### config.mk
export PLATFORM = sky130hd
export DESIGN_NAME = cache_mem_responder
export DESIGN_NICKNAME = d
export VERILOG_FILES = /design/src/rtl/cache_mem_responder_pkg.sv /design/src/rtl/cache_mem_responder_sync_fifo.sv /design/src/rtl/cache_mem_responder.sv
export SDC_FILE = /design/constraint.sdc
export NUM_CORES = 1
export LEC_CHECK = 0
export ABC_AREA = 1
export CORE_MARGIN = 1.5
export CORE_UTILIZATION = 40
export DETAILED_ROUTE_END_ITERATION = 16
export GPL_TIMING_DRIVEN = 0
export PLACE_DENSITY_LB_ADDON = 0.12
export SYNTH_ARGS = -nofsm -noshare
export SYNTH_HDL_FRONTEND = slang
export SYNTH_SLANG_ARGS = --single-unit
### constraint.sdc
create_clock -name clk -period 3.5 [get_ports clk]
set_clock_uncertainty 0.1 [all_clocks]
set_input_delay 0.7 -clock clk [delete_from_list [all_inputs] [get_ports clk]]
set_output_delay 0.7 -clock clk [all_outputs]
set_load 0.01 [all_outputs]
### src/rtl/cache_mem_responder_pkg.sv
// Shared definitions for the cache memory-port blocks: error flag bit
// positions and the width of one queued request entry.
package cache_mem_responder_pkg;

  localparam int ERR_OVERFLOW    = 0;
  localparam int ERR_COLLISION   = 1;
  localparam int ERR_UNSOLICITED = 2;
  localparam int NUM_ERR         = 3;

  // Queue entry is {we, addr, data}
  function automatic int entry_width(input int addrbits, input int databits);
    return 1 + addrbits + databits;
  endfunction

endpackage

### src/rtl/cache_mem_responder_sync_fifo.sv
// Reusable synchronous FIFO with full/empty/count. A push while full is
// accepted only if a pop happens in the same cycle; a pop while empty is ignored.
module cache_mem_responder_sync_fifo #(
  parameter int WIDTH = 8,
  parameter int DEPTH = 8
) (
  input  logic                       clk,
  input  logic                       reset_n,
  input  logic                       i_push,
  input  logic                       i_pop,
  input  logic [WIDTH-1:0]           i_wdata,
  output logic [WIDTH-1:0]           o_rdata,
  output logic                       o_full,
  output logic                       o_empty,
  output logic [$clog2(DEPTH):0]     o_count
);
  localparam int PW = $clog2(DEPTH);
  localparam int CW = PW + 1;

  logic [WIDTH-1:0] r_mem [DEPTH];
  logic [PW-1:0]    r_wr_ptr, r_rd_ptr;
  logic [CW-1:0]    r_count;
  logic             w_push, w_pop;

  assign o_full  = (r_count == CW'(DEPTH));
  assign o_empty = (r_count == '0);
  assign o_count = r_count;
  assign o_rdata = r_mem[r_rd_ptr];
  assign w_pop   = i_pop & ~o_empty;
  assign w_push  = i_push & (~o_full | w_pop);

  // Storage is cleared on reset so the head reads as zero when idle
  always_ff @(posedge clk or negedge reset_n) begin
    if (!reset_n) begin
      for (int i = 0; i < DEPTH; i++) r_mem[i] <= '0;
    end else if (w_push) begin
      r_mem[r_wr_ptr] <= i_wdata;
    end
  end

  // Pointers wrap naturally at DEPTH; count tracks occupancy
  always_ff @(posedge clk or negedge reset_n) begin
    if (!reset_n) begin
      r_wr_ptr <= '0;
      r_rd_ptr <= '0;
      r_count  <= '0;
    end else begin
      if (w_push) r_wr_ptr <= r_wr_ptr + 1'b1;
      if (w_pop)  r_rd_ptr <= r_rd_ptr + 1'b1;
      r_count <= r_count + CW'(w_push) - CW'(w_pop);
    end
  end

endmodule

### src/rtl/cache_mem_responder.sv
// Memory-side responder for a cache line: queues per-word requests, presents
// them to the external bus with req/ack, limits outstanding reads, returns read
// data in order, and pauses the line before the queue can overflow.
module cache_mem_responder
  import cache_mem_responder_pkg::*;
#(
  parameter int ADDRBITS     = 32,
  parameter int DATABITS     = 32,
  parameter int FIFODEPTH    = 8,
  parameter int PAUSE_MARGIN = 2,
  parameter int MAXRD        = 4,
  parameter int RDCNTBITS    = 3
) (
  input  logic                clk,
  input  logic                reset_n,
  input  logic [ADDRBITS-1:0] line_addr,
  input  logic [DATABITS-1:0] line_wrdata,
  input  logic                line_rdreq,
  input  logic                line_wrreq,
  output logic [DATABITS-1:0] line_rddata,
  output logic                line_rddata_valid,
  output logic                line_pause,
  output logic [ADDRBITS-1:0] ext_addr,
  output logic [DATABITS-1:0] ext_wrdata,
  output logic                ext_we,
  output logic                ext_req,
  input  logic                ext_ack,
  input  logic [DATABITS-1:0] ext_rddata,
  input  logic                ext_rddata_valid,
  input  logic                err_clear,
  output logic [NUM_ERR-1:0]  err_flags
);
  localparam int EW = entry_width(ADDRBITS, DATABITS);
  localparam int CW = $clog2(FIFODEPTH) + 1;

  logic [EW-1:0]        w_push_entry, w_head;
  logic                 w_push, w_pop, w_push_ok, w_full, w_empty;
  logic                 w_rd_full, w_rd_pop, w_unsol, w_rd_ret, w_overflow;
  logic [CW-1:0]        w_count, w_count_next;
  logic [NUM_ERR-1:0]   w_err_set;
  logic [RDCNTBITS-1:0] r_rd_cnt;
  logic [DATABITS-1:0]  r_rddata;
  logic                 r_rddata_valid, r_pause;
  logic [NUM_ERR-1:0]   r_err;

  // A write wins over a same-cycle read; reads carry zero data
  assign w_push       = line_rdreq | line_wrreq;
  assign w_push_entry = line_wrreq ? {1'b1, line_addr, line_wrdata}
                                   : {1'b0, line_addr, {DATABITS{1'b0}}};

  cache_mem_responder_sync_fifo #(.WIDTH(EW), .DEPTH(FIFODEPTH)) u_fifo (
    .clk     (clk),
    .reset_n (reset_n),
    .i_push  (w_push),
    .i_pop   (w_pop),
    .i_wdata (w_push_entry),
    .o_rdata (w_head),
    .o_full  (w_full),
    .o_empty (w_empty),
    .o_count (w_count)
  );

  assign {ext_we, ext_addr, ext_wrdata} = w_head;

  // Head reads are held back while MAXRD reads are already in flight
  assign w_rd_full  = (r_rd_cnt == RDCNTBITS'(MAXRD));
  assign ext_req    = ~w_empty & ~(~ext_we & w_rd_full);
  assign w_pop      = ext_req & ext_ack;
  assign w_push_ok  = w_push & (~w_full | w_pop);
  assign w_overflow = w_push & w_full & ~w_pop;
  assign w_rd_pop   = w_pop & ~ext_we;
  // Return data with nothing in flight (and no read issuing now) is dropped
  assign w_unsol    = ext_rddata_valid & (r_rd_cnt == '0) & ~w_rd_pop;
  assign w_rd_ret   = ext_rddata_valid & ~w_unsol;
  assign w_count_next = w_count + CW'(w_push_ok) - CW'(w_pop);

  // Collect this cycle's error events
  always_comb begin
    w_err_set                  = '0;
    w_err_set[ERR_OVERFLOW]    = w_overflow;
    w_err_set[ERR_COLLISION]   = line_rdreq & line_wrreq;
    w_err_set[ERR_UNSOLICITED] = w_unsol;
  end

  // Outstanding-read counter: issue increments, return decrements
  always_ff @(posedge clk or negedge reset_n) begin
    if (!reset_n) r_rd_cnt <= '0;
    else begin
      case ({w_rd_pop, w_rd_ret})
        2'b10:   r_rd_cnt <= r_rd_cnt + 1'b1;
        2'b01:   r_rd_cnt <= r_rd_cnt - 1'b1;
        default: r_rd_cnt <= r_rd_cnt;
      endcase
    end
  end

  // Registered return path to the line
  always_ff @(posedge clk or negedge reset_n) begin
    if (!reset_n) begin
      r_rddata       <= '0;
      r_rddata_valid <= 1'b0;
    end else begin
      r_rddata_valid <= w_rd_ret;
      if (w_rd_ret) r_rddata <= ext_rddata;
    end
  end

  // Pause from next-cycle occupancy so the line's one-cycle lag stays safe
  always_ff @(posedge clk or negedge reset_n) begin
    if (!reset_n) r_pause <= 1'b0;
    else          r_pause <= (w_count_next >= CW'(FIFODEPTH - PAUSE_MARGIN));
  end

  // Sticky error flags; clear beats a same-cycle set
  always_ff @(posedge clk or negedge reset_n) begin
    if (!reset_n)       r_err <= '0;
    else if (err_clear) r_err <= '0;
    else                r_err <= r_err | w_err_set;
  end

  assign line_rddata       = r_rddata;
  assign line_rddata_valid = r_rddata_valid;
  assign line_pause        = r_pause;
  assign err_flags         = r_err;

endmodule

==> summary.txt <==
Synth top area cells = dfrtp_1 50%, nand2_1 16%, nand4_1 11%
Logic pwr share = 47.3%
Worst Hold Class = primary input to register
Die X = 270 um
Longest Clk Path Bufs = 3
Routed WL = 109,000 um
First-pass GRT wire length = 166,000 um
I/O Buffers = 172
Most frequent cells in the layout = 1,193 x nand2_1, 569 x dfrtp_1, 521 x nand4_1
F_max = 290 MHz
Netlist cell types = 28
Pre-Repair DR Iteration Count = 6
Core area = 0.0704 mm2
Via Count = 27,500
Setup TNS = 0 ns
Area grow syn2layout = 20.7%
DRC = 0
Cell taking the most area after synthesis = dfrtp_1
Final Setup Violations = 0
Cell row count = 97
Via/cell ratio = 5.62
Switching share of power = 43.3%
1st-iter DRT viols = 3,027
Post-Synthesis Cells = 3,634
Pint = 0.0195 W
Max incr delay on CP = 0.41 ns
TritonCTS clock tree = yes
Hold Fails Final Rpt = 0
Sequential-to-total area share from yosys stat = 49.9%
Final worst path period share = 98.4%
Worst r2r path cells = 17
H-tree Lvls = 3
Tmin final = 3.44 ns
Pwr/cell area = 996 mW/mm2
Initial antenna violation count = 4
Kind of critical path = register to output pin
GRT overflow = 0
Worst path cell trace = buf_8, inv_12, buf_16, buf_6, clkbuf_8, nor2_1, o22ai_2, nor2_1, a31oi_2, clkdlybuf4s15_1
Leakage dissipation = 17.2 nW
Final GP Congestion = 0.860
CP endpoint kind = output pin
Clock Sinks = 570
Peak VDD IR = 0.486 mV
Startpoint Class = register
Final setup margin = 0.0571 ns
Most frequent CP cell = nor2_1
Seq pwr share = 31.4%
Die H = 270 um
Rel. slew slack = -2.18%
Final Net Count = 4,014
Setup WS pre-CTS = -0.917 ns
Root Driver = clkbuf_16
Routed wire per std cell = 22.4 um
WP data arrival = 2.64 ns
CP max stage cell = dfrtp_1
Worst Hold Depth = 3
Status = finished with violations
Fill count = 7,194
Syn Nets = 3,752
Layout cells sized above 1 = 10.2%
Total GRT Usage = 29.6%
Initial Utilization = 40.6%
Total number of yosys warnings = 0
Most common cell after layout, fill and taps aside = nand2_1
Max-cap violations = 1
Failing checks = capacitance limit, slew limit
CP max FO = 10
Hold WS = 0.342 ns
Clk slew on worst S/H paths = 0.06 ns
I/O pin total = 206
Clock power frac = 21.2%
Final ANT Viol Nets = 0
CTS buffer count = 69
Max-slew violation count = 11
Diode count = 0
Worst EP required = 2.70 ns
Yosys reg bits = 570
Worst slew pin tran = 1.53 ns
Synthesized area per cell = 7.86 um2
Synth top area share = 49.9%
Psw = 0.0149 W
Largest net degree at the start of global routing = 106
Synth Cell Area = 0.0286 mm2
DP HPWL = 76,200 um
Number of global-route vias before repair = 26,600
Clock insertion delay at the later pin of the skew report = 0.64 ns
Die ar. = 0.0730 mm2
## power by group through the flow
| stage | Combinational (W) | Clock (W) | Sequential (W) |
|---|---|---|---|
| detailed placement | 0.0158 | 0 | 0.0108 |
| global placement | 0.0157 | 0 | 0.0108 |
| CTS | 0.0161 | 0.00735 | 0.0107 |
| floorplan | 0.00939 | 0 | 0.0105 |
| global route | 0.0179 | 0.00762 | 0.0111 |
| finish | 0.0163 | 0.00729 | 0.0108 |
## metrics by stage
stage / total power (W) / cell area [um2] / utilization [%] / std cells
after global placement: 0.0265 / 31500 / 44.7 / 4746
after global routing: 0.0366 / 34500 / 49.0 / 4885
after floorplan: 0.0199 / 28600 / - / 3634
after CTS: 0.0342 / 34400 / 48.9 / 4879
final: 0.0343 / 34500 / 49.0 / 4885
after detailed placement: 0.0266 / 31600 / 44.9 / 4752
## kinds of logic (layout without fill, tap and decap cells)
logic type	Yosys count	after routing	share of synthesized area (%)
AND/OR/NAND/NOR	2199	2199	33.7
flip-flops	570	570	49.9
AO/OA/AOI/OAI	398	398	7.53
adder cells (fa/ha/maj)	15	15	0.736
buffers and inverters	444	755	7.87
XOR/XNOR	8	8	0.245
## timing repair
| action | 4_1_cts | 5_1_grt |
|---|---|---|
| setup endpoints to repair | 67 | 65 |
| hold buffers | 1 | 0 |
| pin swaps | 15 | 14 |
| hold endpoints to repair | 59 | 0 |
| buffers inserted | 8 | 6 |
| resized for setup | 262 | 86 |
## path summary, 6_finish.rpt
path	start	endpoint	slack, ns
max in group asynchronous	reset_n	u_fifo.r_mem[343]$_DFFE_PN0P_	0.73
max reg2reg	u_fifo.r_rd_ptr[0]$_DFFE_PN0P_	line_pause$_DFF_PN0_	0.13
min	line_addr[18]	u_fifo.r_mem[180]$_DFFE_PN0P_	0.34
max	u_fifo.r_rd_ptr[0]$_DFFE_PN0P_	ext_wrdata[30]	0.06
min in group asynchronous	reset_n	u_fifo.r_mem[377]$_DFFE_PN0P_	0.51
min reg2reg	u_fifo.r_mem[183]$_DFFE_PN0P_	u_fifo.r_mem[183]$_DFFE_PN0P_	0.36
## flip-flops by register name, summed over array words and instances (netlist names)
name	cells
u_fifo.r_rd_ptr	3
u_fifo.r_mem	520
err_flags	3
line_rddata_valid	1
r_rd_cnt	3
line_rddata	32
line_pause	1
u_fifo.r_wr_ptr	3
u_fifo.o_count	4
## synth_stat cells
library cell     n
a21oi_1          7
a31oi_1         64
buf_1           46
buf_2           56
buf_4            2
buf_6           60
buf_8            1
clkbuf_1       173
clkbuf_2        32
dfrtp_1        570
fa_1             3
ha_1            12
inv_1           72
inv_2            1
inv_4            1
nand2_1       1195
nand2_2          1
nand2_4          1
nand3_1         16
nand3_4          2
nand4_1        521
nor2_1         461
nor3b_1          1
o21ai_0        263
o22ai_1         64
or2_2            1
xnor2_1          5
xor2_1           3
## cell type report
class,count,area (um2),share of cell area (%)
clock buffers,106,2070,6.00
flip-flops and latches,570,14300,41.4
inverters,74,290,0.842
clock inverters,14,174,0.504
plain buffers,368,2390,6.94
repair buffers,193,1910,5.55
well taps,940,1180,3.41
multi-input cells,2620,12200,35.4
## worst max-delay path: cells and delay by family (launching register included)
kind | cells | cell delay (ns)
buffers and inverters | 6 | 1.01
AOI/OAI and AO/OA | 2 | 0.42
and+or+nand+nor | 2 | 0.16
DFF | 1 | 0.41
## layer usage
metal | track usage (%) | vias to the layer above | wire [um]
met2 | 47.2 | 1034 | 50300
met4 | 10.6 | 0 | 3850
met1 | 40.6 | 13500 | 47400
met5 | 0 | - | 0
met3 | 4.91 | 203 | 7670
li1 | - | 12800 | -
Power figures use the tool's default switching activity.
